**src/rtl/serial_nibble_comp.sv**
```systemverilog
// Serial multi-nibble magnitude comparator: walks two WIDTH-bit operands MSB nibble first.
// Optional build macro SNC_EARLY_EXIT_EN: finish on the first differing nibble.
module serial_nibble_comp #(
    parameter int unsigned WIDTH = 16
) (
    input  logic             clk,
    input  logic             rst_n,
    input  logic             in_valid,
    output logic             in_ready,
    input  logic [WIDTH-1:0] a,
    input  logic [WIDTH-1:0] b,
    output logic             out_valid,
    input  logic             out_ready,
    output logic             a_eq_b,
    output logic             a_ls_b,
    output logic             a_gt_b,
    output logic             busy
);

    localparam int unsigned NIB   = WIDTH / 4;
    localparam int unsigned IDX_W = (NIB > 1) ? $clog2(NIB) : 1;
    localparam logic [IDX_W-1:0] IDX_TOP = IDX_W'(NIB - 1);

    if (((WIDTH % 4) != 0) || (WIDTH < 4)) begin : g_width_check
        $error("serial_nibble_comp: WIDTH must be a multiple of 4 and >= 4");
    end

    typedef enum logic [1:0] {
        ST_IDLE = 2'd0,
        ST_CMP  = 2'd1,
        ST_DONE = 2'd2
    } state_t;

    typedef enum logic [1:0] {
        DEC_EQ = 2'd0,
        DEC_LS = 2'd1,
        DEC_GT = 2'd2
    } dec_t;

    state_t           state_q, state_d;
    logic [IDX_W-1:0] idx_q, idx_d;
    logic [WIDTH-1:0] a_q, a_d;
    logic [WIDTH-1:0] b_q, b_d;
    dec_t             dec_q, dec_d;
    dec_t             dec_step;
    logic             valid_q, valid_d;
    logic [2:0]       flags_q, flags_d;
    logic             busy_q, busy_d;
    logic [3:0]       nib_a, nib_b;
    logic             last_step;

    // One-hot {eq, ls, gt} encoding of a decision
    function automatic logic [2:0] dec_flags(input dec_t d);
        logic [2:0] f;
        f = 3'b100;
        case (d)
            DEC_LS:  f = 3'b010;
            DEC_GT:  f = 3'b001;
            default: f = 3'b100;
        endcase
        return f;
    endfunction

    assign nib_a = 4'(a_q >> {idx_q, 2'b00});
    assign nib_b = 4'(b_q >> {idx_q, 2'b00});

    always_comb begin
        dec_step = dec_q;
        if ((dec_q == DEC_EQ) && (nib_a != nib_b)) begin
            dec_step = (nib_a < nib_b) ? DEC_LS : DEC_GT;
        end
    end

`ifdef SNC_EARLY_EXIT_EN
    assign last_step = (idx_q == '0) || (dec_step != DEC_EQ);
`else
    assign last_step = (idx_q == '0);
`endif

    always_comb begin
        state_d = state_q;
        idx_d   = idx_q;
        a_d     = a_q;
        b_d     = b_q;
        dec_d   = dec_q;
        valid_d = valid_q;
        flags_d = flags_q;
        busy_d  = busy_q;
        case (state_q)
            ST_IDLE: begin
                if (in_valid) begin
                    a_d     = a;
                    b_d     = b;
                    idx_d   = IDX_TOP;
                    dec_d   = DEC_EQ;
                    busy_d  = 1'b1;
                    state_d = ST_CMP;
                end
            end
            ST_CMP: begin
                dec_d = dec_step;
                if (last_step) begin
                    valid_d = 1'b1;
                    flags_d = dec_flags(dec_step);
                    state_d = ST_DONE;
                end else begin
                    idx_d = idx_q - IDX_W'(1);
                end
            end
            ST_DONE: begin
                if (out_ready) begin
                    valid_d = 1'b0;
                    flags_d = 3'b000;
                    busy_d  = 1'b0;
                    state_d = ST_IDLE;
                end
            end
            default: begin
                valid_d = 1'b0;
                flags_d = 3'b000;
                busy_d  = 1'b0;
                state_d = ST_IDLE;
            end
        endcase
    end

    always_ff @(posedge clk or negedge rst_n) begin
        if (!rst_n) begin
            state_q <= ST_IDLE;
            idx_q   <= IDX_TOP;
            a_q     <= '0;
            b_q     <= '0;
            dec_q   <= DEC_EQ;
            valid_q <= 1'b0;
            flags_q <= 3'b000;
            busy_q  <= 1'b0;
        end else begin
            state_q <= state_d;
            idx_q   <= idx_d;
            a_q     <= a_d;
            b_q     <= b_d;
            dec_q   <= dec_d;
            valid_q <= valid_d;
            flags_q <= flags_d;
            busy_q  <= busy_d;
        end
    end

    assign in_ready  = (state_q == ST_IDLE);
    assign out_valid = valid_q;
    assign a_eq_b    = flags_q[2];
    assign a_ls_b    = flags_q[1];
    assign a_gt_b    = flags_q[0];
    assign busy      = busy_q;

endmodule

```
**config.mk**
```make
export PLATFORM = sky130hd
export DESIGN_NAME = serial_nibble_comp
export DESIGN_NICKNAME = d
export VERILOG_FILES = /design/src/rtl/serial_nibble_comp.sv
export SDC_FILE = /design/constraint.sdc
export NUM_CORES = 1
export LEC_CHECK = 0
export BUFFER_PORTS_ARGS = -buffer_cell sky130_fd_sc_hd__buf_2
export CORE_UTILIZATION = 32
export CTS_CLUSTER_DIAMETER = 50
export DETAILED_ROUTE_END_ITERATION = 7
export GPL_TIMING_DRIVEN = 0
export HOLD_SLACK_MARGIN = 0.02
export MAX_ROUTING_LAYER = met4
export PLACE_DENSITY = 0.48
export RECOVER_POWER = 25
export SLEW_MARGIN = 20
export SYNTH_ARGS = -nofsm -noshare
export SYNTH_HDL_FRONTEND = slang
export SYNTH_SLANG_ARGS = --single-unit
export TNS_END_PERCENT = 50
```
**constraint.sdc**
```tcl
create_clock -name clk -period 3.6 [get_ports clk]
set_clock_uncertainty 0.1 [all_clocks]
set_input_delay 0.18 -clock clk [delete_from_list [all_inputs] [get_ports clk]]
set_output_delay 0.18 -clock clk [all_outputs]
set_load 0.1 [all_outputs]
```
# Word-level counts from Yosys, hierarchy flattened
# Cells that the tools add are included.
dict set report word_totals {
  reg_bits 43
  input_bits 36
  output_inout_bits 6
  wordCells 54
}
dict set report classes {
  n_reduce_logical 11
  shifts 2
  mux 20
  n_eq_ne 9
  order_cmp 1
  add_sub_neg 1
  bitwise_logic 2
}
# op count
set ops {}
lappend ops {{right shift 16 x 4 -> 4 bit} 2}
lappend ops {{two-way mux 2 bit} 8}
lappend ops {{AND reduction 3 bit} 4}
lappend ops {{case mux 3 bit (3 select lines)} 1}
lappend ops {{!= test 2 bit, second input constant} 4}
lappend ops {{case mux 2 bit (2 select lines)} 2}
lappend ops {{zero test 2 bit} 3}
lappend ops {{two-way mux 3 bit} 2}
lappend ops {{case mux 1 bit (3 select lines)} 2}
lappend ops {{case mux 2 bit (3 select lines)} 1}
lappend ops {{case mux 3 bit (2 select lines)} 1}
lappend ops {{equality test 2 x 1 -> 1 bit, second input constant} 2}
lappend ops {{equality test 2 bit, second input constant} 2}
lappend ops {{less-than comparator 4 bit} 1}
lappend ops {{!= test 4 bit} 1}
lappend ops {{AND reduction 2 bit} 2}
lappend ops {{two-way mux 1 bit} 3}
lappend ops {{NOT 1 bit} 2}
lappend ops {{nonzero test 2 bit} 1}
lappend ops {{subtractor 2 x 1 -> 2 bit, second input constant} 1}
lappend ops {{logical AND 1 bit} 1}

# Longest topological paths before layout
dict set report depth {
  ltp_word 8
  depth_mapped 10
  ltp_nobuf 9
}

# Least setup slack after synthesis
# OpenSTA, ideal clock, no wires.
dict set report synth_path {
  path_kind {reg2reg}
  from {reg idx_q[0]}
  to {reg flags_q[2]}
  path_slack_ps 852
  arrival_time_ps 2525
  stages_incl_launch_ff 9
  required_time_ps 3377
  setup_time_ps 123
  path_buffers 1
  period_less_slack_ps 2748
  path_cell_list {dfstp_2 buf_2 mux4_2 ha_1 nand4_1 and3_1 a21o_1 ha_1 a22o_1}
}
dict set report synth_between {
  elab_chain_cells 8
  elab_cells_between_ends 15
  cone_classes {order compare: 1; eq/ne: 4; shift: 2; mux: 5; reduce/logical: 3}
}
# element line_no
set synth_rtl {}
lappend synth_rtl {{from (decl)} 41} ;# logic [IDX_W-1:0] idx_q, idx_d;
lappend synth_rtl {{from (signal assigned)} 139} ;# idx_q <= idx_d;
lappend synth_rtl {{right shift 16 x 4 -> 4 bit, on equally long branches} {64, 65}}
lappend synth_rtl {{less-than comparator 4 bit / != test 4 bit (equally long branches)} {70, 69}}
lappend synth_rtl {{two-way mux 2 bit / logical AND 1 bit (equally long branches)} {70, 69}}
lappend synth_rtl {{two-way mux 2 bit} 69} ;# if ((dec_q == DEC_EQ) && (nib_a != nib_b)) begin
lappend synth_rtl {{equality test 2 bit / equality test 2 x 1 -> 1 bit (equally long branches)} 56} ;# case (d)
lappend synth_rtl {{case mux 3 bit (2 select lines)} 56}
lappend synth_rtl {{two-way mux 3 bit} 102} ;# if (last_step) begin
lappend synth_rtl {{case mux 3 bit (3 select lines)} 89} ;# case (state_q)
lappend synth_rtl {{to (signal assigned)} 144} ;# flags_q <= flags_d;
lappend synth_rtl {{to (decl)} 47} ;# logic [2:0] flags_q, flags_d;
# Several ways; a longest one is shown, not always the timed one. The select of a mux whose other input is x is not followed.
# A chain may end at the register's enable or synchronous reset.

# Worst setup path after layout
# Ends and elaborated chain as after synthesis.

==> metrics.txt <==
Flop pwr share=0.345; main flop type after synthesis=dfrtp_1; Residual DRC=0; die span in x=81.54 um; core area=6026 um^2; routability-driven placement congestion ratio=0.7430; critical path class=reg2reg; pwr/cell area=932.2 nW/um^2; fin. max-slew vios=44; Reg clk slew, reported paths=0.08 ns; Critical Path Max Stage Delay=0.56 ns; internal power=1.482 mW; vias in the first global route=1439; WHS=0.02320 ns; MaxCap Viol Count=1; Max FO, Critical Path=10; syn avg cell area=14.06 um^2; Post-CTS Resized=0; Ports=42; Synthesized Nets=187; hold buffer count at cts=21; Post-CTS Setup Repair Bufs=0; most frequent cell after synthesis=dfrtp_1; TritonCTS Buffers=5; fin nets=259; Req. time, crit path=3.68 ns; Area Growth Syn to Fin=30.16%; H-tree level count=2; Synth area leaders=dfrtp_1, mux2_2, mux4_2; Site Rows=28; slew margin rel.=-0.5255; Clock Sink Count=43; fill count=589; Post-synth EDFFs=0; Die Y=81.54 um; HP Class=in2reg; Post-Syn Area=2024 um^2; via/cell ratio=4.760; Final Routed Wirelength=4.100 mm; Sum Neg Setup Slack=0 ns; Avg WL per Cell=14.04 um; worst-margin pin slew=2.288 ns; Post-Syn Instances=144; largest net degree at the start of global routing=44; Netlist cell types=24; Place WS=0.5829 ns; Yosys reg bits=43; CP arrival=3.10 ns; CP Capture Type=flop; final hold violations=0; # diodes=0; Remaining Overflow, GRT=0; Skew-Pair Late Insertion Delay=0.29 ns; layout cells sized above 1=0.4055; first-pass GRT wire length=6.706 mm; area leader, netlist=dfrtp_1; warnings from Yosys=0; Comb pwr share=0.535; final period utilization=0.8380; fmax=0.3315 GHz; unrepaired setup endpoints after global routing=no; die area=6649 um^2; Sw Share=0.3965; Max VDD drop=0.5817 mV; HPWL after DPL=2.895 mm; initial DRC count=33; top cells by count, synth=dfrtp_1, mux2_2, inv_1; worst path cell trace=buf_2 -> mux4_2 -> ha_1 -> a21oi_1 -> o21ai_0 -> a21oi_1 -> ha_1 -> a22o_1; maximum buffer depth of the clock tree=2; CP max-delay cell=mux4_2; detailed-route via count=1390; Clk pwr share=0.120; async set-reset flop share out of synthesis=1.000; Detail Route Antenna Nets=0; Total Routing Usage GR=0.1419; drt pass-1 iters=4; P_sw=0.9740 mW; Util after Layout=0.4373; CTS tree=yes; Starting Density=0.3360; status=finished, violations left; initial antenna violation count=0; Worst Setup Start Kind=flop; CTS root buffer=clkbuf_8; Port Buffers=41; Setup violations, final=0; sequential area share after synthesis=0.5328; failing checks=max-capacitance violations, max-slew violations; Tmin final=3.017 ns; Synth top area share=0.5068; worst setup margin=0.5831 ns; Pleak=1.198 nW
[worst max-delay path, delay by kind of cell (launching register included)]
| family | cells | cell delay [ns] |
|---|---|---|
| adders and majority gates | 2 | 0.59 |
| AOI/OAI and AO/OA | 4 | 0.80 |
| muxes | 1 | 0.56 |
| DFF | 1 | 0.54 |
| buffers and inverters | 1 | 0.31 |
[power groups by stage]
stage | logic (mW) | clock network (mW) | registers [mW]
after floorplan | 0.946 | 0 | 0.948
after global placement | 1.29 | 0 | 0.839
after detailed placement | 1.32 | 0 | 0.861
after CTS | 1.34 | 0.308 | 0.850
after global routing | 1.45 | 0.327 | 0.883
final | 1.31 | 0.294 | 0.848
[registers in the layout, summed over array words and instances, names as in the netlist]
register,flops
busy,1
state_q,2
a_q,16
flags_q,3
idx_q,2
out_valid,1
b_q,16
dec_q,2
[per-stage QoR]
stage | instance area [um^2] | cells | power [mW]
2_1_floorplan | 2024 | 144 | 1.894
3_3_place_gp | 2323 | 260 | 2.133
3_5_place_dp | 2323 | 260 | 2.179
4_1_cts | 2614 | 289 | 2.499
5_1_grt | 2635 | 292 | 2.664
6_report | 2635 | 292 | 2.456
[cell families after synthesis]
logic type                 synth area share
AOI/OAI and AO/OA                   0.06366
adders and majority gates           0.04326
buffers and inverters               0.04759
DFF                                  0.5328
muxes                                0.2670
and+or+nand+nor                     0.04574
[layout by cell type (no fill, tap or decap), types with 2 or more instances in the layout]
cell,instances
dfrtp_1,41
buf_2,36
mux2_2,30
dlygate4sd3_1,24
clkbuf_1,11
inv_1,10
a21oi_1,9
mux4_2,8
ha_1,7
nor2_1,5
clkbuf_8,5
nand2_1,4
buf_6,4
o21ai_0,3
a21o_1,3
a22o_1,3
o22ai_1,2
or2_2,2
mux2_1,2
dfstp_2,2
[metal layers]
layer / track usage / routed length [um] / up-vias
li1: - / - / 660
met1: 0.1614 / 1695 / 687
met2: 0.2458 / 2182 / 37
met3: 0.03111 / 174 / 6
met4: 0.04821 / 47 / 0
met5: - / 0 / -
[final timing paths]
check | startpoint | end | slack, ns | depth (start not counted)
min in group asynchronous | rst_n | out_valid | 1.01 | 2
max | idx_q[0] | flags_q[2] | 0.58 | 8
max reg2reg | idx_q[0] | flags_q[2] | 0.58 | 8
max in group asynchronous | rst_n | a_q[1] | 1.08 | 2
min | a[11] | a_q[11] | 0.02 | 2
min reg2reg | a_q[8] | a_q[8] | 0.41 | 1
[layout make-up]
type	count	area [um^2]	share of cell area
clock buffer	8	80.08	0.03039
timing repair buffer	65	437.9	0.1662
multi-input combinational	84	849.6	0.3224
sequential	43	1079	0.4093
tap	75	93.84	0.03561
inverter	10	37.54	0.01424
buffer	7	57.56	0.02184
Power figures use the tool's default switching activity.
